**src/rtl/mips150_echo.sv**
```systemverilog
// rtl/mips150_echo.sv - UART echo: 8N1 receiver, 2-entry byte FIFO, 8N1 transmitter
module mips150_echo #(
   parameter int ClockFreq = 50_000_000,
   parameter int BaudRate  = 115_200
) (
   input  logic clk,
   input  logic rst,
   input  logic FPGA_SERIAL_RX,
   output logic FPGA_SERIAL_TX
);
   localparam int          BitCycles = ClockFreq / BaudRate;
   localparam logic [15:0] BitLast   = 16'(BitCycles - 1);
   localparam logic [15:0] HalfLast  = 16'(BitCycles / 2 - 1);

   typedef enum logic [1:0] {S_IDLE, S_START, S_DATA, S_STOP} uart_state_e;

   // Receive path: two-flop synchronizer plus one delayed copy for falling-edge detection
   logic rx_s1_q, rx_s2_q, rx_prev_q;

   always_ff @(posedge clk or negedge rst) begin
      if (!rst) begin
         rx_s1_q   <= 1'b1;
         rx_s2_q   <= 1'b1;
         rx_prev_q <= 1'b1;
      end else begin
         rx_s1_q   <= FPGA_SERIAL_RX;
         rx_s2_q   <= rx_s1_q;
         rx_prev_q <= rx_s2_q;
      end
   end

   uart_state_e rx_state_q, rx_state_d;
   logic [15:0] rx_cnt_q, rx_cnt_d;
   logic [2:0]  rx_bit_q, rx_bit_d;
   logic [7:0]  rx_shift_q, rx_shift_d;
   logic        rx_push;

   always_comb begin
      rx_state_d = rx_state_q;
      rx_cnt_d   = rx_cnt_q;
      rx_bit_d   = rx_bit_q;
      rx_shift_d = rx_shift_q;
      rx_push    = 1'b0;
      case (rx_state_q)
         S_IDLE: begin
            // Needs a high-to-low transition, so a line held low after a framing error cannot re-arm
            if (rx_prev_q && !rx_s2_q) begin
               rx_state_d = S_START;
               rx_cnt_d   = 16'd0;
            end
         end
         S_START: begin
            if (rx_cnt_q == HalfLast) begin
               rx_cnt_d   = 16'd0;
               rx_bit_d   = 3'd0;
               rx_state_d = rx_s2_q ? S_IDLE : S_DATA;
            end else begin
               rx_cnt_d = rx_cnt_q + 16'd1;
            end
         end
         S_DATA: begin
            if (rx_cnt_q == BitLast) begin
               rx_cnt_d   = 16'd0;
               rx_shift_d = {rx_s2_q, rx_shift_q[7:1]};
               if (rx_bit_q == 3'd7) begin
                  rx_state_d = S_STOP;
               end else begin
                  rx_bit_d = rx_bit_q + 3'd1;
               end
            end else begin
               rx_cnt_d = rx_cnt_q + 16'd1;
            end
         end
         S_STOP: begin
            if (rx_cnt_q == BitLast) begin
               rx_cnt_d   = 16'd0;
               rx_push    = rx_s2_q;
               rx_state_d = S_IDLE;
            end else begin
               rx_cnt_d = rx_cnt_q + 16'd1;
            end
         end
         default: rx_state_d = S_IDLE;
      endcase
   end

   always_ff @(posedge clk or negedge rst) begin
      if (!rst) begin
         rx_state_q <= S_IDLE;
         rx_cnt_q   <= 16'd0;
         rx_bit_q   <= 3'd0;
         rx_shift_q <= 8'd0;
      end else begin
         rx_state_q <= rx_state_d;
         rx_cnt_q   <= rx_cnt_d;
         rx_bit_q   <= rx_bit_d;
         rx_shift_q <= rx_shift_d;
      end
   end

   // Two-entry FIFO; a push while full is accepted only if the same cycle pops
   logic [7:0] fifo_mem_q [2];
   logic [7:0] fifo_mem_d [2];
   logic       fifo_wr_q, fifo_wr_d, fifo_rd_q, fifo_rd_d;
   logic [1:0] fifo_cnt_q, fifo_cnt_d;
   logic       fifo_empty, fifo_full, tx_pop, push_ok, pop_ok;

   assign fifo_empty = (fifo_cnt_q == 2'd0);
   assign fifo_full  = (fifo_cnt_q == 2'd2);

   always_comb begin
      fifo_mem_d = fifo_mem_q;
      fifo_wr_d  = fifo_wr_q;
      fifo_rd_d  = fifo_rd_q;
      fifo_cnt_d = fifo_cnt_q;
      pop_ok     = tx_pop && !fifo_empty;
      push_ok    = rx_push && (!fifo_full || pop_ok);
      if (push_ok) begin
         fifo_mem_d[fifo_wr_q] = rx_shift_q;
         fifo_wr_d             = ~fifo_wr_q;
      end
      if (pop_ok) begin
         fifo_rd_d = ~fifo_rd_q;
      end
      if (push_ok && !pop_ok) begin
         fifo_cnt_d = fifo_cnt_q + 2'd1;
      end else if (pop_ok && !push_ok) begin
         fifo_cnt_d = fifo_cnt_q - 2'd1;
      end
   end

   always_ff @(posedge clk or negedge rst) begin
      if (!rst) begin
         fifo_mem_q[0] <= 8'd0;
         fifo_mem_q[1] <= 8'd0;
         fifo_wr_q     <= 1'b0;
         fifo_rd_q     <= 1'b0;
         fifo_cnt_q    <= 2'd0;
      end else begin
         fifo_mem_q <= fifo_mem_d;
         fifo_wr_q  <= fifo_wr_d;
         fifo_rd_q  <= fifo_rd_d;
         fifo_cnt_q <= fifo_cnt_d;
      end
   end

   uart_state_e tx_state_q, tx_state_d;
   logic [15:0] tx_cnt_q, tx_cnt_d;
   logic [2:0]  tx_bit_q, tx_bit_d;
   logic [7:0]  tx_shift_q, tx_shift_d;
   logic        tx_q, tx_d;

   always_comb begin
      tx_state_d = tx_state_q;
      tx_cnt_d   = tx_cnt_q;
      tx_bit_d   = tx_bit_q;
      tx_shift_d = tx_shift_q;
      tx_pop     = 1'b0;
      case (tx_state_q)
         S_IDLE: begin
            if (!fifo_empty) begin
               tx_pop     = 1'b1;
               tx_shift_d = fifo_mem_q[fifo_rd_q];
               tx_cnt_d   = 16'd0;
               tx_state_d = S_START;
            end
         end
         S_START: begin
            if (tx_cnt_q == BitLast) begin
               tx_cnt_d   = 16'd0;
               tx_bit_d   = 3'd0;
               tx_state_d = S_DATA;
            end else begin
               tx_cnt_d = tx_cnt_q + 16'd1;
            end
         end
         S_DATA: begin
            if (tx_cnt_q == BitLast) begin
               tx_cnt_d = 16'd0;
               if (tx_bit_q == 3'd7) begin
                  tx_state_d = S_STOP;
               end else begin
                  tx_bit_d   = tx_bit_q + 3'd1;
                  tx_shift_d = {1'b0, tx_shift_q[7:1]};
               end
            end else begin
               tx_cnt_d = tx_cnt_q + 16'd1;
            end
         end
         S_STOP: begin
            // Chaining straight into the next start bit keeps back-to-back frames gapless
            if (tx_cnt_q == BitLast) begin
               tx_cnt_d = 16'd0;
               if (!fifo_empty) begin
                  tx_pop     = 1'b1;
                  tx_shift_d = fifo_mem_q[fifo_rd_q];
                  tx_state_d = S_START;
               end else begin
                  tx_state_d = S_IDLE;
               end
            end else begin
               tx_cnt_d = tx_cnt_q + 16'd1;
            end
         end
         default: tx_state_d = S_IDLE;
      endcase
      case (tx_state_d)
         S_START: tx_d = 1'b0;
         S_DATA:  tx_d = tx_shift_d[0];
         default: tx_d = 1'b1;
      endcase
   end

   always_ff @(posedge clk or negedge rst) begin
      if (!rst) begin
         tx_state_q <= S_IDLE;
         tx_cnt_q   <= 16'd0;
         tx_bit_q   <= 3'd0;
         tx_shift_q <= 8'd0;
         tx_q       <= 1'b1;
      end else begin
         tx_state_q <= tx_state_d;
         tx_cnt_q   <= tx_cnt_d;
         tx_bit_q   <= tx_bit_d;
         tx_shift_q <= tx_shift_d;
         tx_q       <= tx_d;
      end
   end

   assign FPGA_SERIAL_TX = tx_q;

endmodule

```
**config.mk**
```make
export PLATFORM = sky130hd
export DESIGN_NAME = mips150_echo
export DESIGN_NICKNAME = d
export VERILOG_FILES = /design/src/rtl/mips150_echo.sv
export SDC_FILE = /design/constraint.sdc
export NUM_CORES = 1
export LEC_CHECK = 0
export CAP_MARGIN = 20
export CORE_MARGIN = 2
export CORE_UTILIZATION = 46
export CTS_CLUSTER_DIAMETER = 200
export CTS_CLUSTER_SIZE = 20
export DETAILED_ROUTE_END_ITERATION = 8
export GPL_ROUTABILITY_DRIVEN = 1
export PLACE_DENSITY = 0.59
export SLEW_MARGIN = 20
export SYNTH_ARGS = -nofsm -noshare
export SYNTH_HDL_FRONTEND = slang
export SYNTH_SLANG_ARGS = --single-unit
```
**constraint.sdc**
```tcl
create_clock -name clk -period 3.21 [get_ports clk]
set_clock_uncertainty 0.05 [all_clocks]
set_input_delay 0.321 -clock clk [delete_from_list [all_inputs] [get_ports clk]]
set_output_delay 0.321 -clock clk [all_outputs]
set_load 0.1 [all_outputs]
```
=== Yosys cells after proc, flatten, opt, wreduce, memory -nomap -nowiden ===
Index checks and enable logic that the tools add are counted.

* Logic and storage cells: 130
* Bits in registers: 82

* Muxes and demuxes: 48
* $add $sub $neg: 6
* Equality and inequality tests: 25
* Reductions and logical operators: 26
* Bitwise gates (word level): 4
* Order comparisons: 3

{| class="wikitable"
|+ Operators by type and width
! kind !! number
|-
| 16-bit two-way mux || 5
|-
| 8-bit two-way mux || 8
|-
| 16-bit one-hot mux with 3 select lines || 1
|-
| 16-bit by 1-bit adder with 16-bit output, second input constant || 2
|-
| 16-bit by 9-bit == test with 1-bit output, second input constant || 2
|-
| 16-bit one-hot mux with 2 select lines || 1
|-
| 2-bit two-way mux || 13
|-
| 8-bit one-hot mux with 3 select lines || 1
|-
| 2-bit inequality test, second input constant || 11
|-
| 3-bit two-way mux || 6
|-
| 16-bit bitwise mux || 1
|-
| 16-bit by 8-bit == test with 1-bit output, second input constant || 1
|-
| 2-bit one-hot mux with 4 select lines || 2
|-
| 2-bit == test, second input constant || 6
|-
| 3-bit one-hot mux with 2 select lines || 2
|-
| 4-bit AND reduction || 3
|-
| 8-bit demux with 1-bit select || 1
|-
| 3-bit by 1-bit adder with 3-bit output, second input constant || 2
|-
| 2-bit by 1-bit == test with 1-bit output, second input constant || 3
|-
| 3-bit == test, second input constant || 2
|-
| 1-bit logical AND || 6
|-
| 2-bit logical NOT || 3
|-
| 2-bit nonzero test || 3
|-
| 1-bit logical NOT || 5
|-
| other kinds (14) || 22
|}

=== Longest topological paths before layout ===
Gate-level depths: netlist (run 1).

* Depth after elaboration: 11
* Depth in mapped cells: 11
* Gate-level depth less buffers: 11

=== Least setup slack after synthesis (run 1) ===
OpenSTA, ideal clock, no wires.

* Path type: flip-flop to flip-flop
* Start point: reg tx_state_q[0]
* End point: reg fifo_cnt_q[1]
* Setup slack: 0.922 ns
* Data arrival time: 2.158 ns
* Buffers on the path: 0
* Setup time: 0.080 ns
* Required time: 3.080 ns
* Stages on the path, launching flop included: 10
* Cell sequence: dfrtp_1 > ha_1 > nor4bb_1 > nand4_1 > nand2_1 > nand2_1 > or2_2 > ha_1 > nor2_1 > xnor2_1

* Longest elaborated chain between the ends: 8

{| class="wikitable"
|+ RTL lines
! item !! RTL line !! source
|-
| start: declaration || 147 || <nowiki>uart_state_e tx_state_q, tx_state_d;</nowiki>
|-
| start signal: assignment || 222 || <nowiki>tx_state_q <= tx_state_d;</nowiki>
|-
| 2-bit == test or 2-bit logical NOT (tied branches) || 159 || <nowiki>case (tx_state_q)</nowiki>
|-
| 1-bit one-hot mux with 2 select lines * || 159 ||
|-
| 1-bit logical AND * || 116 || <nowiki>pop_ok = tx_pop && !fifo_empty;</nowiki>
|-
| 1-bit logical OR || 117 || <nowiki>push_ok = rx_push && (!fifo_full || pop_ok);</nowiki>
|-
| 1-bit logical AND || 117 ||
|-
| 1-bit logical NOT || 127 || <nowiki>end else if (pop_ok && !push_ok) begin</nowiki>
|-
| 1-bit logical AND || 127 ||
|-
| 2-bit nonzero test (no source line) || -- ||
|-
| end signal: assignment || 143 || <nowiki>fifo_cnt_q <= fifo_cnt_d;</nowiki>
|-
| end: declaration || 105 || <nowiki>logic [1:0] fifo_cnt_q, fifo_cnt_d;</nowiki>
|}

Every way passes the cells marked *; elsewhere a longest branch is shown, timed or not.
A chain may end at the register's enable or synchronous reset.

=== Final worst setup path (run 1) ===
Ends and elaborated chain as after synthesis.

==> metrics.txt, run 1 <==
status=finished, violations left; failing checks=hold timing; register share of total power=0.508; Fmax=0.374 GHz; setup repair bufs after CTS=0; first-pass GRT wire length=14500 um; initial antenna violation count=0; CTS tree=done; hpwl dp=5290 um; reg2reg setup slack=0.54 ns; Mean Syn Cell Area=10.6 um^2; # DRC=0; CP max stage cell=dfrtp_1; asr flop ratio synth=1.00; Clock power frac=0.346; crit path capture type=register; post_cts resized=0; #FFs+latches synth=82; Setup Crit Path Kind=reg2reg; CTS Hold Bufs=0; CTS sink count=82; largest net degree at the start of global routing=83; vias per std cell=5.74; Die Span X=101 um; Max VDD drop=0.306 mV; worst r2r path cells=10; Synth Flop Type=dfrtp_1; largest fanout on the critical path=7; most frequent cells in the layout=78 x dfrtp_1, 46 x o21ai_0, 32 x nand2_1; Net Sw Power=0.000727 W; vias in the first global route=3019; worst r2r src=tx_state_q[0]; HP Class=in2async; register area share after synthesis=0.477; syn nets=425; setup ws final=0.536 ns; Post-Layout Inst Area=4600 um^2; CP Launch Type=register; share of cells above drive strength 1=0.162; reg-to-reg critical path endpoint=fifo_cnt_q[1]; final max-slew violation count=0; mapped cell area=4310 um^2; placed cell areas=4390 um^2; CTS buffer count=9; Slew headroom=0.337; Tot Pwr=0.00222 W; Leak=2.15 nW; Layout Area Growth over Synthesis=6.74%; internal power=0.00150 W; gr ovfl total=0; DP Worst Slack=0.559 ns; Root Driver=clkbuf_8; worst endpoint required time=3.45 ns; die height=101 um; GP Congestion=0.767; remaining antenna violation count=0; worst-skew pair later-pin latency=0.37 ns; Sw Share=0.327; clock buffer depth=2; Iter 0 DRT Violations=142; Setup-failing EPs final=0; pwr/cell area=483 nW/um^2; TNS Setup=0 ns; Util after Layout=0.503; core box area=9150 um^2; RSZ-0062 raised after global routing=false; # port buffers=3; worst path cell trace=ha_1 -> nor4bb_1 -> nand4_1 -> nand2_1 -> nand2_1 -> or2_2 -> ha_1 -> xor2_1 -> nor2_1 -> xnor2_1; Synth cell types=57; Tmin final=2.67 ns; Fin. Hold Viols=75; wire length per cell=15.5 um; YS warnings=0; critical path data arrival time=2.91 ns; crit-path max cell delay=0.44 ns; CTS H-Tree Depth=3; Post-Synthesis Cells=408; commonest non-fill, non-tap cell in the layout=dfrtp_1; Routed Wire Length=8100 um; # diodes=0; Clk pin slew, worst setup/hold paths=0.10 ns; FP Rows=35; starting density of the core=0.471; Tcrit/Tclk final=0.833; Max-Cap Viols=0; Die ar.=10200 um^2; gr usage total=0.177; Detailed Routing Iterations Pass 1=4; Worst Max-Slew Pin Slew=0.991 ns; combinational cell fraction of total power=0.146; DR vias=3010; Ports=4; # nets final=425; WHS=-0.110 ns; number of synthesized flops with an enable pin=0
[power groups by stage]
stage	Combinational [W]	Clock (W)	Sequential (W)
floorplan	0.000292	0	0.00112
global placement	0.000322	0	0.00115
detailed placement	0.000328	0	0.00115
CTS	0.000327	0.000797	0.00113
global route	0.000371	0.000835	0.00114
finish	0.000325	0.000769	0.00113
[final cells by class]
class,instances,area (um^2)
Clock buffer,9,124
Fill cell,810,4550
Inverter,12,45.0
Sequential cell,82,2060
Timing Repair Buffer,4,36.3
Clock inverter,7,78.8
Multi-Input combinational cell,299,2120
Tap cell,111,139
[worst max-delay path, delay by kind of cell, from the launching register on]
kind,cells,cell delay (ns)
xor gates and xnor gates,2,0.27
adders and majority gates,2,0.52
DFF,1,0.44
and+or+nand+nor,6,1.31
[cells by family after synthesis]
family / after synthesis / synth area share
and+or+nand+nor: 132 / 0.163
AOI/OAI and AO/OA: 107 / 0.168
DFF: 82 / 0.477
muxes: 37 / 0.101
buffers and inverters: 27 / 0.0308
adders and majority gates: 14 / 0.0407
xor gates and xnor gates: 9 / 0.0183
[per-stage QoR]
step           hold WS, ns  instances
2_1_floorplan      -0.0246        408
3_3_place_gp         0.296        508
3_5_place_dp         0.297        508
4_1_cts              0.123        524
5_1_grt            0.00528        524
6_report            -0.110        524
[routing by layer]
metal / vias up / track usage / part of all wire
met4: 0 / 0.0506 / 0.010
met3: 9 / 0.0395 / 0.024
met5: - / 0 / 0
met2: 39 / 0.268 / 0.44
li1: 1491 / - / -
met1: 1471 / 0.256 / 0.52
[Yosys cell counts (2+ instances only)]
master    instances  area share
a21oi_1          10       0.012
o31ai_1           5      0.0087
and3_1           11       0.016
nand4_1           6      0.0087
buf_2             4      0.0046
or2_2             3      0.0044
nor3_1            6      0.0070
dfrtp_1          78        0.45
a21o_1           10       0.017
mux2_2           20       0.052
and3b_1           2      0.0041
xor2_1            5       0.010
buf_6             3      0.0078
inv_1            12       0.010
o41ai_1           3      0.0061
nand2b_1          2      0.0029
mux2i_1           8       0.019
ha_1             14       0.041
nor2b_1           4      0.0058
nor2_1           24       0.021
nand2_1          32       0.028
a22o_1           15       0.030
dfstp_2           4       0.024
o21ai_0          46       0.053
mux2_4            8       0.028
clkbuf_1          7      0.0061
a211oi_1          2      0.0035
o21ba_2           2      0.0046
and4_1            3      0.0061
and2_1            2      0.0029
nand3_1          16       0.019
o21ai_1           2      0.0023
or3_1             3      0.0044
nor4_1            5      0.0073
xnor2_1           4      0.0081
nor3b_1           6       0.010
[how the worst max path moves through the flow]
| stage | start | endpoint | slack (ns) |
|---|---|---|---|
| floorplan | tx_state_q[0] | fifo_cnt_q[1] | 0.92 |
| global placement | tx_state_q[0] | fifo_cnt_q[1] | 0.64 |
| detailed placement | tx_state_q[0] | fifo_cnt_q[1] | 0.56 |
| CTS | tx_state_q[0] | fifo_cnt_q[1] | 0.53 |
| global route | tx_state_q[0] | fifo_cnt_q[1] | 0.30 |
| finish | tx_state_q[0] | fifo_cnt_q[1] | 0.54 |
[flip-flops by register name, indices dropped and copies added, names as in the netlist, 2 cells and up, named ones only]
name,cells
rx_shift_q,8
tx_cnt_q,16
rx_bit_q,3
fifo_mem_q,16
tx_state_q,2
tx_shift_q,8
fifo_cnt_q,2
rx_cnt_q,16
tx_bit_q,3
(Power assumes the default switching activity.)
==> run 2: changes to the inputs <==
==> constraint.sdc (replaced) <==
create_clock -name clk -period 2.5 [get_ports clk]
set_clock_uncertainty 0.05 [all_clocks]
set_input_delay 0.25 -clock clk [delete_from_list [all_inputs] [get_ports clk]]
set_output_delay 0.25 -clock clk [all_outputs]
set_load 0.1 [all_outputs]
==> run 2 against run 1 <==
  * The run now ends clean
  * Hold slack improved by 0.36 ns
  * Via count is 3.3% higher
  * Power is 29% higher
  * Die area stayed put
  * Design area rose by 4.2%
  * Critical path type unchanged
  * Largest cell class unchanged
==> metrics.txt, run 2 (synthesis gave the netlist of run 1 again) <==
largest net degree at the start of global routing=47 (was 83); CP Launch Point=tx_cnt_q[1] (was tx_state_q[0]); DP Worst Slack=0.143 ns (was 0.559 ns); gr ovfl total=0 (unchanged); CTS H-Tree Depth=3 (unchanged); Die ar.=10200 um^2 (unchanged); TNS Setup=0 ns (unchanged); Setup-failing EPs final=0 (unchanged); most frequent cells in the layout=78 x dfrtp_1, 46 x o21ai_0, 31 x nand2_1 (was 78 x dfrtp_1, 46 x o21ai_0, 32 x nand2_1); commonest non-fill, non-tap cell in the layout=dfrtp_1 (unchanged); CP max stage cell=dfrtp_1 (unchanged); CP endpoint=fifo_cnt_q[1] (unchanged); Root Driver=clkbuf_8 (unchanged); share of cells above drive strength 1=0.212 (was 0.162); Slew headroom=0.498 (was 0.337); vias per std cell=5.66 (was 5.74); Max-Cap Viols=0 (unchanged); reg-to-reg critical path endpoint=fifo_cnt_q[1] (unchanged); reg2reg setup slack=0.16 ns (was 0.54 ns); biggest regs=fifo_mem_q x16, rx_cnt_q x16, tx_cnt_q x16 (unchanged); Fin. Hold Viols=0 (was 75); worst endpoint required time=2.73 ns (was 3.45 ns); Routed Wire Length=8210 um (was 8100 um); Leak=2.26 nW (was 2.15 nW); Fmax=0.427 GHz (was 0.374 GHz); status=completed (was finished, violations left); internal power=0.00196 W (was 0.00150 W); final max-slew violation count=0 (unchanged); clock buffer depth=2 (unchanged); critical path data arrival time=2.57 ns (was 2.91 ns); wire length per cell=15.0 um (was 15.5 um); Tcrit/Tclk final=0.938 (was 0.833); Clock power frac=0.321 (was 0.346); RSZ-0062 raised after global routing=false (unchanged); register share of total power=0.501 (was 0.508); delay-heaviest family, CP=simple AND/OR/NAND/NOR gates (unchanged); die height=101 um (unchanged); DR vias=3109 (was 3010); first-pass GRT wire length=14500 um (about the same); core box area=9150 um^2 (unchanged); CTS sink count=82 (unchanged); # nets final=450 (was 425); initial antenna violation count=0 (unchanged); Worst Max-Slew Pin Slew=0.748 ns (was 0.991 ns); # diodes=0 (unchanged); worst-skew pair later-pin latency=0.37 ns (about the same); Die Span X=101 um (unchanged); Max VDD drop=0.464 mV (was 0.306 mV); FP Rows=35 (unchanged); pwr/cell area=598 nW/um^2 (was 483 nW/um^2); remaining antenna violation count=0 (unchanged); vias in the first global route=3023 (was 3019); Ports=4 (unchanged); CTS tree=done (unchanged); crit path capture type=register (unchanged); crit-path max cell delay=0.42 ns (was 0.44 ns); CP most frequent cell=ha_1; CTS buffer count=9 (unchanged); Tmin final=2.34 ns (was 2.67 ns); largest fanout on the critical path=5 (was 7); Clk pin slew, worst setup/hold paths=0.09 ns (was 0.10 ns); starting density of the core=0.471 (unchanged); GP Congestion=0.774 (was 0.767); Detailed Routing Iterations Pass 1=4 (unchanged); # port buffers=3 (unchanged); Iter 0 DRT Violations=96 (was 142); worst r2r path cells=10 (unchanged); Net Sw Power=0.000902 W (was 0.000727 W); Sw Share=0.315 (was 0.327); # DRC=0 (unchanged); HP Class=in2reg (was in2async); worst path cell trace=inv_1 -> ha_1 -> nor4bb_1 -> nand4_1 -> nand2_2 -> nand2_1 -> or2_2 -> ha_1 -> nor2_1 -> xnor2_1 (was ha_1 -> nor4bb_1 -> nand4_1 -> nand2_1 -> nand2_1 -> or2_2 -> ha_1 -> xor2_1 -> nor2_1 -> xnor2_1); combinational cell fraction of total power=0.178 (was 0.146); hold path cells=1; worst r2r src=tx_cnt_q[1] (was tx_state_q[0]); Layout Area Growth over Synthesis=11.2% (was 6.74%); hpwl dp=5640 um (was 5290 um); hold wc startpoint=FPGA_SERIAL_RX; CP Launch Type=register (unchanged); gr usage total=0.179 (was 0.177); worst path bufs/invs=1 (was 0); Setup Crit Path Kind=reg2reg (unchanged); Levels on crit path=10 (unchanged); setup ws final=0.156 ns (was 0.536 ns)
[run 2: changes by cell type in the layout (fill, tap and decap cells not counted), sizes merged]
cell         previous run  this run
dlygate4sd3             0         1
inv                    17        14
clkinv                  2         4
clkinvlp                0         1
buf                     3        27
[run 2: power groups by stage]
stage	logic [W]	registers [W]	clock network [W]
floorplan	0.000374	0.00144	0
global placement	0.000504	0.00146	0
detailed placement	0.000511	0.00146	0
CTS	0.000515	0.00144	0.000957
global route	0.000573	0.00144	0.000999
finish	0.000510	0.00143	0.000921
[run 2: layout make-up]
type | instances | area, um^2
Multi-Input combinational cell | 299 | 2130
Tap cell | 111 | 139
Inverter | 12 | 45.0
Timing Repair Buffer | 29 | 235
Fill cell | 823 | 4360
Sequential cell | 82 | 2060
Clock inverter | 7 | 63.8
Clock buffer | 9 | 124
[run 2: worst min-delay path by stage]
stage | to | slack (ns)
3_3_place_gp | tx_cnt_q[15] | 0.26
2_1_floorplan | asynchronous set/reset pin | -0.1
4_1_cts | rx_s1_q | 0.23
6_report | rx_s1_q | 0.25
3_5_place_dp | tx_cnt_q[15] | 0.27
5_1_grt | rx_s1_q | 0.23
[run 2: repair_timing]
item | in CTS | in global routing
setup buffers | 0 | 1
setup endpoints to repair | 0 | 11
hold endpoints to repair | 44 | 0
hold buffers | 1 | 0
resized for setup | 0 | 2
[run 2: per-layer routing]
layer	global-route usage	up-vias	part of all wire
li1	-	1546	-
met1	0.256	1529	0.52
met2	0.274	24	0.45
met3	0.0270	10	0.018
met4	0.0695	0	0.015
met5	0	-	0
[run 2: per-stage QoR]
| stage | area (um^2) | utilization | power, W | std cells | hold WS (ns) |
|---|---|---|---|---|---|
| after detailed placement | 4580 | 0.500 | 0.00197 | 531 | 0.266 |
| after floorplan | 4310 | - | 0.00181 | 408 | -0.0956 |
| final | 4790 | 0.524 | 0.00286 | 549 | 0.248 |
| after global placement | 4580 | 0.500 | 0.00196 | 531 | 0.260 |
| after CTS | 4780 | 0.522 | 0.00291 | 548 | 0.228 |
| after global routing | 4790 | 0.524 | 0.00302 | 549 | 0.230 |
